[src/rtl/usb_xact_engine.sv]
// Host-side USB transaction engine: runs IN/OUT token-data-handshake sequences with
// per-endpoint DATA0/DATA1 toggles, bounded retries and a response timeout.
module usb_xact_engine #(
  parameter int DATA_BYTES     = 8,
  parameter int MAX_TRIES      = 8,
  parameter int TIMEOUT_CYCLES = 255,
  parameter int NUM_EP         = 4
) (
  input  logic                    clk,
  input  logic                    rst_b,
  input  logic                    start,
  input  logic                    is_in,
  input  logic [6:0]              addr,
  input  logic [3:0]              endp,
  input  logic [8*DATA_BYTES-1:0] wdata,
  input  logic                    toggle_clr,
  output logic                    busy,
  output logic                    done,
  output logic [1:0]              status,
  output logic [8*DATA_BYTES-1:0] rdata,
  output logic                    rdata_valid,
  output logic                    enc_valid,
  input  logic                    enc_ready,
  output logic [7:0]              enc_pid,
  output logic [6:0]              enc_addr,
  output logic [3:0]              enc_endp,
  output logic [8*DATA_BYTES-1:0] enc_data,
  input  logic                    dec_valid,
  input  logic [7:0]              dec_pid,
  input  logic [8*DATA_BYTES-1:0] dec_data,
  input  logic                    dec_corrupt,
  output logic                    re
);

  localparam int DW = 8 * DATA_BYTES;
  localparam int TW = $clog2(TIMEOUT_CYCLES);
  localparam int RW = $clog2(MAX_TRIES + 1);

  localparam logic [7:0] PID_OUT   = 8'hE1;
  localparam logic [7:0] PID_IN    = 8'h69;
  localparam logic [7:0] PID_DATA0 = 8'hC3;
  localparam logic [7:0] PID_DATA1 = 8'h4B;
  localparam logic [7:0] PID_ACK   = 8'hD2;
  localparam logic [7:0] PID_NAK   = 8'h5A;
  localparam logic [7:0] PID_STALL = 8'h1E;

  // State code is {busy, enc_valid, re, index}, so those three outputs are plain
  // state-register bits and need no separate registers to stay in step.
  typedef enum logic [4:0] {
    IDLE      = 5'b000_00,
    TOKEN     = 5'b110_00,
    DATA_OUT  = 5'b110_01,
    SEND_ACK  = 5'b110_10,
    WAIT_HS   = 5'b101_00,
    WAIT_DATA = 5'b101_01,
    DONE      = 5'b100_00
  } state_t;

  typedef enum logic [1:0] {
    ST_OK        = 2'd0,
    ST_NAK_LIMIT = 2'd1,
    ST_ERR_LIMIT = 2'd2,
    ST_STALL     = 2'd3
  } status_t;

  typedef enum logic [2:0] {
    EV_NONE,
    EV_ACK,
    EV_STALL,
    EV_NAK,
    EV_ERR,
    EV_DATA,
    EV_DUP
  } event_t;

  state_t          state;
  status_t         status_q;
  event_t          evt;
  logic            in_q;
  logic [6:0]      addr_q;
  logic [3:0]      endp_q;
  logic [DW-1:0]   wdata_q;
  logic [NUM_EP-1:0] toggle;
  logic [NUM_EP-1:0] ep_mask;
  logic            cur_tog;
  logic [TW-1:0]   tcnt;
  logic [RW-1:0]   tries;

  assign busy      = state[4];
  assign enc_valid = state[3];
  assign re        = state[2];
  assign status    = status_q;
  assign enc_addr  = addr_q;
  assign enc_endp  = endp_q;
  assign enc_data  = wdata_q;

  // Out-of-range endpoints select no mask bit: their toggle reads 0 and never flips.
  always_comb begin
    ep_mask = '0;
    for (int i = 0; i < NUM_EP; i++) begin
      ep_mask[i] = (endp_q == 4'(i));
    end
    cur_tog = |(toggle & ep_mask);
  end

  // Classify the decoder activity of the current wait cycle; dec_valid beats timeout.
  always_comb begin
    evt = EV_NONE;
    if (dec_valid) begin
      if (dec_corrupt)
        evt = EV_ERR;
      else if (dec_pid == PID_STALL)
        evt = EV_STALL;
      else if (dec_pid == PID_NAK)
        evt = EV_NAK;
      else if (state == WAIT_HS && dec_pid == PID_ACK)
        evt = EV_ACK;
      else if (state == WAIT_DATA && (dec_pid == PID_DATA0 || dec_pid == PID_DATA1))
        evt = ((dec_pid == PID_DATA1) == cur_tog) ? EV_DATA : EV_DUP;
      else
        evt = EV_ERR;
    end else if (tcnt == TW'(TIMEOUT_CYCLES - 1)) begin
      evt = EV_ERR;
    end
  end

  always_ff @(posedge clk or negedge rst_b) begin
    if (!rst_b) begin
      state       <= IDLE;
      status_q    <= ST_OK;
      done        <= 1'b0;
      rdata       <= '0;
      rdata_valid <= 1'b0;
      enc_pid     <= '0;
      in_q        <= 1'b0;
      addr_q      <= '0;
      endp_q      <= '0;
      wdata_q     <= '0;
      toggle      <= '0;
      tcnt        <= '0;
      tries       <= '0;
    end else begin
      done        <= 1'b0;
      rdata_valid <= 1'b0;

      case (state)
        IDLE: begin
          if (start) begin
            in_q    <= is_in;
            addr_q  <= addr;
            endp_q  <= endp;
            wdata_q <= wdata;
            tries   <= RW'(1);
            enc_pid <= is_in ? PID_IN : PID_OUT;
            state   <= TOKEN;
          end
        end

        TOKEN: begin
          if (enc_ready) begin
            if (in_q) begin
              tcnt  <= '0;
              state <= WAIT_DATA;
            end else begin
              enc_pid <= cur_tog ? PID_DATA1 : PID_DATA0;
              state   <= DATA_OUT;
            end
          end
        end

        DATA_OUT: begin
          if (enc_ready) begin
            tcnt  <= '0;
            state <= WAIT_HS;
          end
        end

        WAIT_HS, WAIT_DATA: begin
          tcnt <= tcnt + 1'b1;
          case (evt)
            EV_ACK: begin
              toggle   <= toggle ^ ep_mask;
              status_q <= ST_OK;
              done     <= 1'b1;
              state    <= DONE;
            end
            EV_STALL: begin
              status_q <= ST_STALL;
              done     <= 1'b1;
              state    <= DONE;
            end
            EV_DATA: begin
              rdata       <= dec_data;
              rdata_valid <= 1'b1;
              toggle      <= toggle ^ ep_mask;
              enc_pid     <= PID_ACK;
              state       <= SEND_ACK;
            end
            EV_DUP: begin
              enc_pid <= PID_ACK;
              state   <= SEND_ACK;
            end
            EV_NAK, EV_ERR: begin
              if (tries < RW'(MAX_TRIES)) begin
                tries   <= tries + 1'b1;
                enc_pid <= in_q ? PID_IN : PID_OUT;
                state   <= TOKEN;
              end else begin
                status_q <= (evt == EV_NAK) ? ST_NAK_LIMIT : ST_ERR_LIMIT;
                done     <= 1'b1;
                state    <= DONE;
              end
            end
            default: ;
          endcase
        end

        SEND_ACK: begin
          if (enc_ready) begin
            status_q <= ST_OK;
            done     <= 1'b1;
            state    <= DONE;
          end
        end

        DONE:    state <= IDLE;
        default: state <= IDLE;
      endcase

      // NOTE: the last non-blocking write to a register in a block wins, so this
      // clear overrides any toggle flip scheduled above in the same cycle.
      if (toggle_clr) toggle <= '0;
    end
  end

endmodule

[config.mk]
export PLATFORM = sky130hd
export DESIGN_NAME = usb_xact_engine
export DESIGN_NICKNAME = d
export VERILOG_FILES = /design/src/rtl/usb_xact_engine.sv
export SDC_FILE = /design/constraint.sdc
export NUM_CORES = 1
export LEC_CHECK = 0
export BUFFER_PORTS_ARGS = -buffer_cell sky130_fd_sc_hd__buf_2
export CORE_MARGIN = 4
export CORE_UTILIZATION = 43
export CTS_CLUSTER_DIAMETER = 60
export DETAILED_ROUTE_END_ITERATION = 6
export HOLD_SLACK_MARGIN = 0.12
export PLACE_DENSITY = 0.76
export SYNTH_ARGS = -nofsm -noshare
export SYNTH_HDL_FRONTEND = slang
export SYNTH_SLANG_ARGS = --single-unit
[constraint.sdc]
create_clock -name clk -period 3 [get_ports clk]
set_clock_uncertainty 0.05 [all_clocks]
set_input_delay 0.15 -clock clk [delete_from_list [all_inputs] [get_ports clk]]
set_output_delay 0.15 -clock clk [all_outputs]
set_load 0.02 [all_outputs]
==> impl_metrics.yaml <==
run_status:
  status: "complete, but fails checks"
  violations: "negative setup slack"
yosys:
  ys.flop_type: "dfrtp_1"
  synth_common_cells: "dfrtp_1 (172), mux2_2 (140), nor2_1 (25), nand2_1 (17), o21ai_0 (13)"
  yosysMostFrequentCell: "dfrtp_1"
  synth-edff-count: 0
  synth.distinct_cells: 54
  ys_ff_latch: 172
  synthDominantCellAreaShare_pct: 60.2
  async_flop_share_pct: 100
  synth_top_area_cell: "dfrtp_1"
  netlist_instances: 502
  syn_nets: 664
  syn_area_um2: 7150
  yosys_warnings: 0
  ys_seq_area_share_pct: 60.2
  avgSynthCellArea_um2: 14.2
  synth.area.top_cells: "dfrtp_1 (60%), mux2_2 (22%), mux2i_1 (1.5%), nor2_1 (1.3%), ha_1 (1.2%)"
final_layout:
  stdcell_area_um2: 11200
  fillers: 1084
  antenna_cells: 0
  instances_no_fill: 1200
  final_nets: 1133
  area_growth_pct: 56.0
  drive_gt1_share_pct: 53.4
floorplanning:
  start_util_pct: 44.5
  core-area_um2: 16100
  rows: 46
  die_h_um: 137
  die_area_um2: 18700
  ios: 309
  die_w_um: 137
clock_network:
  clk_pin_slew_worst_paths_ns: 0.07
  clockRootBuffer: "clkbuf_16"
  cts_tree: "yes"
  clock_latency_ns: 0.42
  cts_buffers: 17
  htreeDepth: 4
  clkSinkCount: 172
  cts_buffer_depth: 2
setup_path:
  crit_path_max_incr_delay_ns: 0.60
  path_class: "reg2reg"
  required_ns: 3.26
  crit_family: "simple AND/OR/NAND/NOR gates"
  crit_slowest_cell: "or4_4"
  crit_arrival_ns: 3.27
  startpoint_type: "register"
  critPathMaxFanout: 5
  crit_chain: "and3_4 -> ha_4 -> nor4_4 -> mux2i_1 -> a221oi_2 -> or4_4 -> a21oi_4 -> o31a_4 -> mux2_4"
  path_buf_inv: 0
  end_kind: "register"
timing:
  finalMaxSlewViolations: 0
  setup_viol: 1
  rsz0062_at_grt: "yes"
  setup_slack_ns: -0.0140
  hold_violations: 0
  period_minus_slack_ns: 3.01
  fmax_mhz: 332
  worstMarginPinSlew_ns: 0.541
  post-route-period-util_pct: 100
  slew_headroom_pct: 63.8
route:
  avgRoutedWirePerCell_um: 18.4
  antenna_left: 0
  initialDrtViolationCount: 193
  vias_per_cell: 4.97
  drc: 0
  vias: 5967
  wl_um: 22100
  drtPass1Iterations: 4
placed_design:
  placed_cells_incl_taps: 1016
  dp_hpwl_um: 13600
  portBuffers: 307
  placed_area_um2: 8980
  place_congestion: 0.797
  dp_slack_ns: -0.0208
grt:
  grt_pass1_wl_um: 33900
  grt.busiest_layer: "met2"
  grt_max_degree: 81
  antenna_found_initial: 0
  grt_overflow: 0
  first_global_vias: 6546
  grt_util_met2_pct: 42.3
  gr-usage-met1_pct: 25.6
  grt_usage_pct: 23.4
  gr-usage-met3_pct: 6.29
power:
  ir_drop_mv: 0.596
  power_density_nw_per_um2: 785
  power.leakage_nw: 5.59
job:
  maxCapViolations: 0
hold_path:
  hp-class: "in2async"
area by class of cell:
type	count	area [um^2]	share of cell area (%)
clock buffer	17	425	3.82
clock inverter	15	166	1.49
inverter	7	26.3	0.236
multi-input combinational	301	2760	24.7
sequential	172	4310	38.6
tap	216	270	2.42
timing repair buffer	472	3200	28.7
metal layers:
metal	part of all wire (%)	vias to the layer above
met5	0	-
met4	3.3	0
met3	6.1	53
met2	55	224
met1	36	2946
li1	-	2744
power by group:
| part | leakage, nW | switching, mW | internal [mW] |
|---|---|---|---|
| Clock | 0.288 | 0.977 | 1.24 |
| Combinational | 3.11 | 1.73 | 1.41 |
| Sequential | 2.19 | 0.430 | 2.97 |
| Total | 5.59 | 3.14 | 5.62 |
timing repair:
item | CTS | global route
pin swaps | 1 | 12
gates resized for setup | 0 | 15
buffers inserted | 0 | 6
hold endpoints to repair | 322 | 0
setup endpoints to repair | 2 | 13
hold buffers | 146 | 0
cells in the final DEF (no fill, tap or decap), drive strengths merged, types with 7 or more instances in the layout:
| cell type | n |
|---|---|
| nor2 | 25 |
| nand2b | 7 |
| clkinv | 7 |
| dlygate4sd3 | 146 |
| a21oi | 9 |
| inv | 11 |
| clkbuf | 17 |
| dfrtp | 172 |
| o21ai | 13 |
| buf | 326 |
| nand2 | 17 |
| mux2i | 11 |
| ha | 7 |
| mux2 | 141 |
| nand4 | 7 |
kinds of logic after synthesis:
logic type	count (synthesis)	synth area share, %
buffers and inverters	29	2.28
AND/OR/NAND/NOR	91	7.32
other	1	0.0525
flip-flops	172	60.2
adder cells (fa/ha/maj)	7	1.23
XOR/XNOR	4	0.490
multiplexers	152	23.8
AO/OA/AOI/OAI	46	4.62
worst reg2reg max path, cell delays in order, from the launching register on:
cell      delay (ns)
dfrtp_2         0.44
and3_4          0.19
ha_4            0.16
nor4_4          0.42
mux2i_1         0.27
a221oi_2        0.10
or4_4           0.60
a21oi_4         0.19
o31a_4          0.19
mux2_4          0.29
sequential cells by signal, summed over array words and instances, names as in the netlist:
name	cells
status	2
tcnt	8
done	1
tries	4
enc_data	64
rdata_valid	1
enc_pid	7
toggle	4
in_q	1
rdata	64
state	5
enc_endp	4
enc_addr	7
worst paths after layout:
path | start | end | slack (ns) | cells past startpoint
worst min-delay path | rst_b | rdata[33]$_DFFE_PN0P_ | 0.16 | 2
max in group asynchronous | rst_b | enc_data[50]$_DFFE_PN0P_ | 1.92 | 3
worst max register to register | enc_endp[0]$_DFFE_PN0P_ | enc_pid[7]$_DFFE_PN0P_ | -0.01 | 9
worst min register to register | enc_pid[6]$_DFFE_PN0P_ | enc_pid[6]$_DFFE_PN0P_ | 0.42 | 1
worst max-delay path | enc_endp[0]$_DFFE_PN0P_ | enc_pid[7]$_DFFE_PN0P_ | -0.01 | 9
min in group clk | dec_pid[6] | status[0]$_DFFE_PN0P_ | 0.22 | 5
metrics by stage:
| step | hold WS, ns | utilization (%) | power [mW] | TNS [ns] |
|---|---|---|---|---|
| 2_1_floorplan | -0.196 | - | 5.19 | 0 |
| 3_3_place_gp | 0.0344 | 55.9 | 6.21 | 0 |
| 3_5_place_dp | 0.0362 | 55.9 | 6.29 | -0.0208 |
| 4_1_cts | 0.145 | 68.7 | 8.67 | 0 |
| 5_1_grt | 0.172 | 69.4 | 9.21 | -0.718 |
| 6_report | 0.161 | 69.4 | 8.76 | -0.0140 |
(Power assumes the default switching activity.)
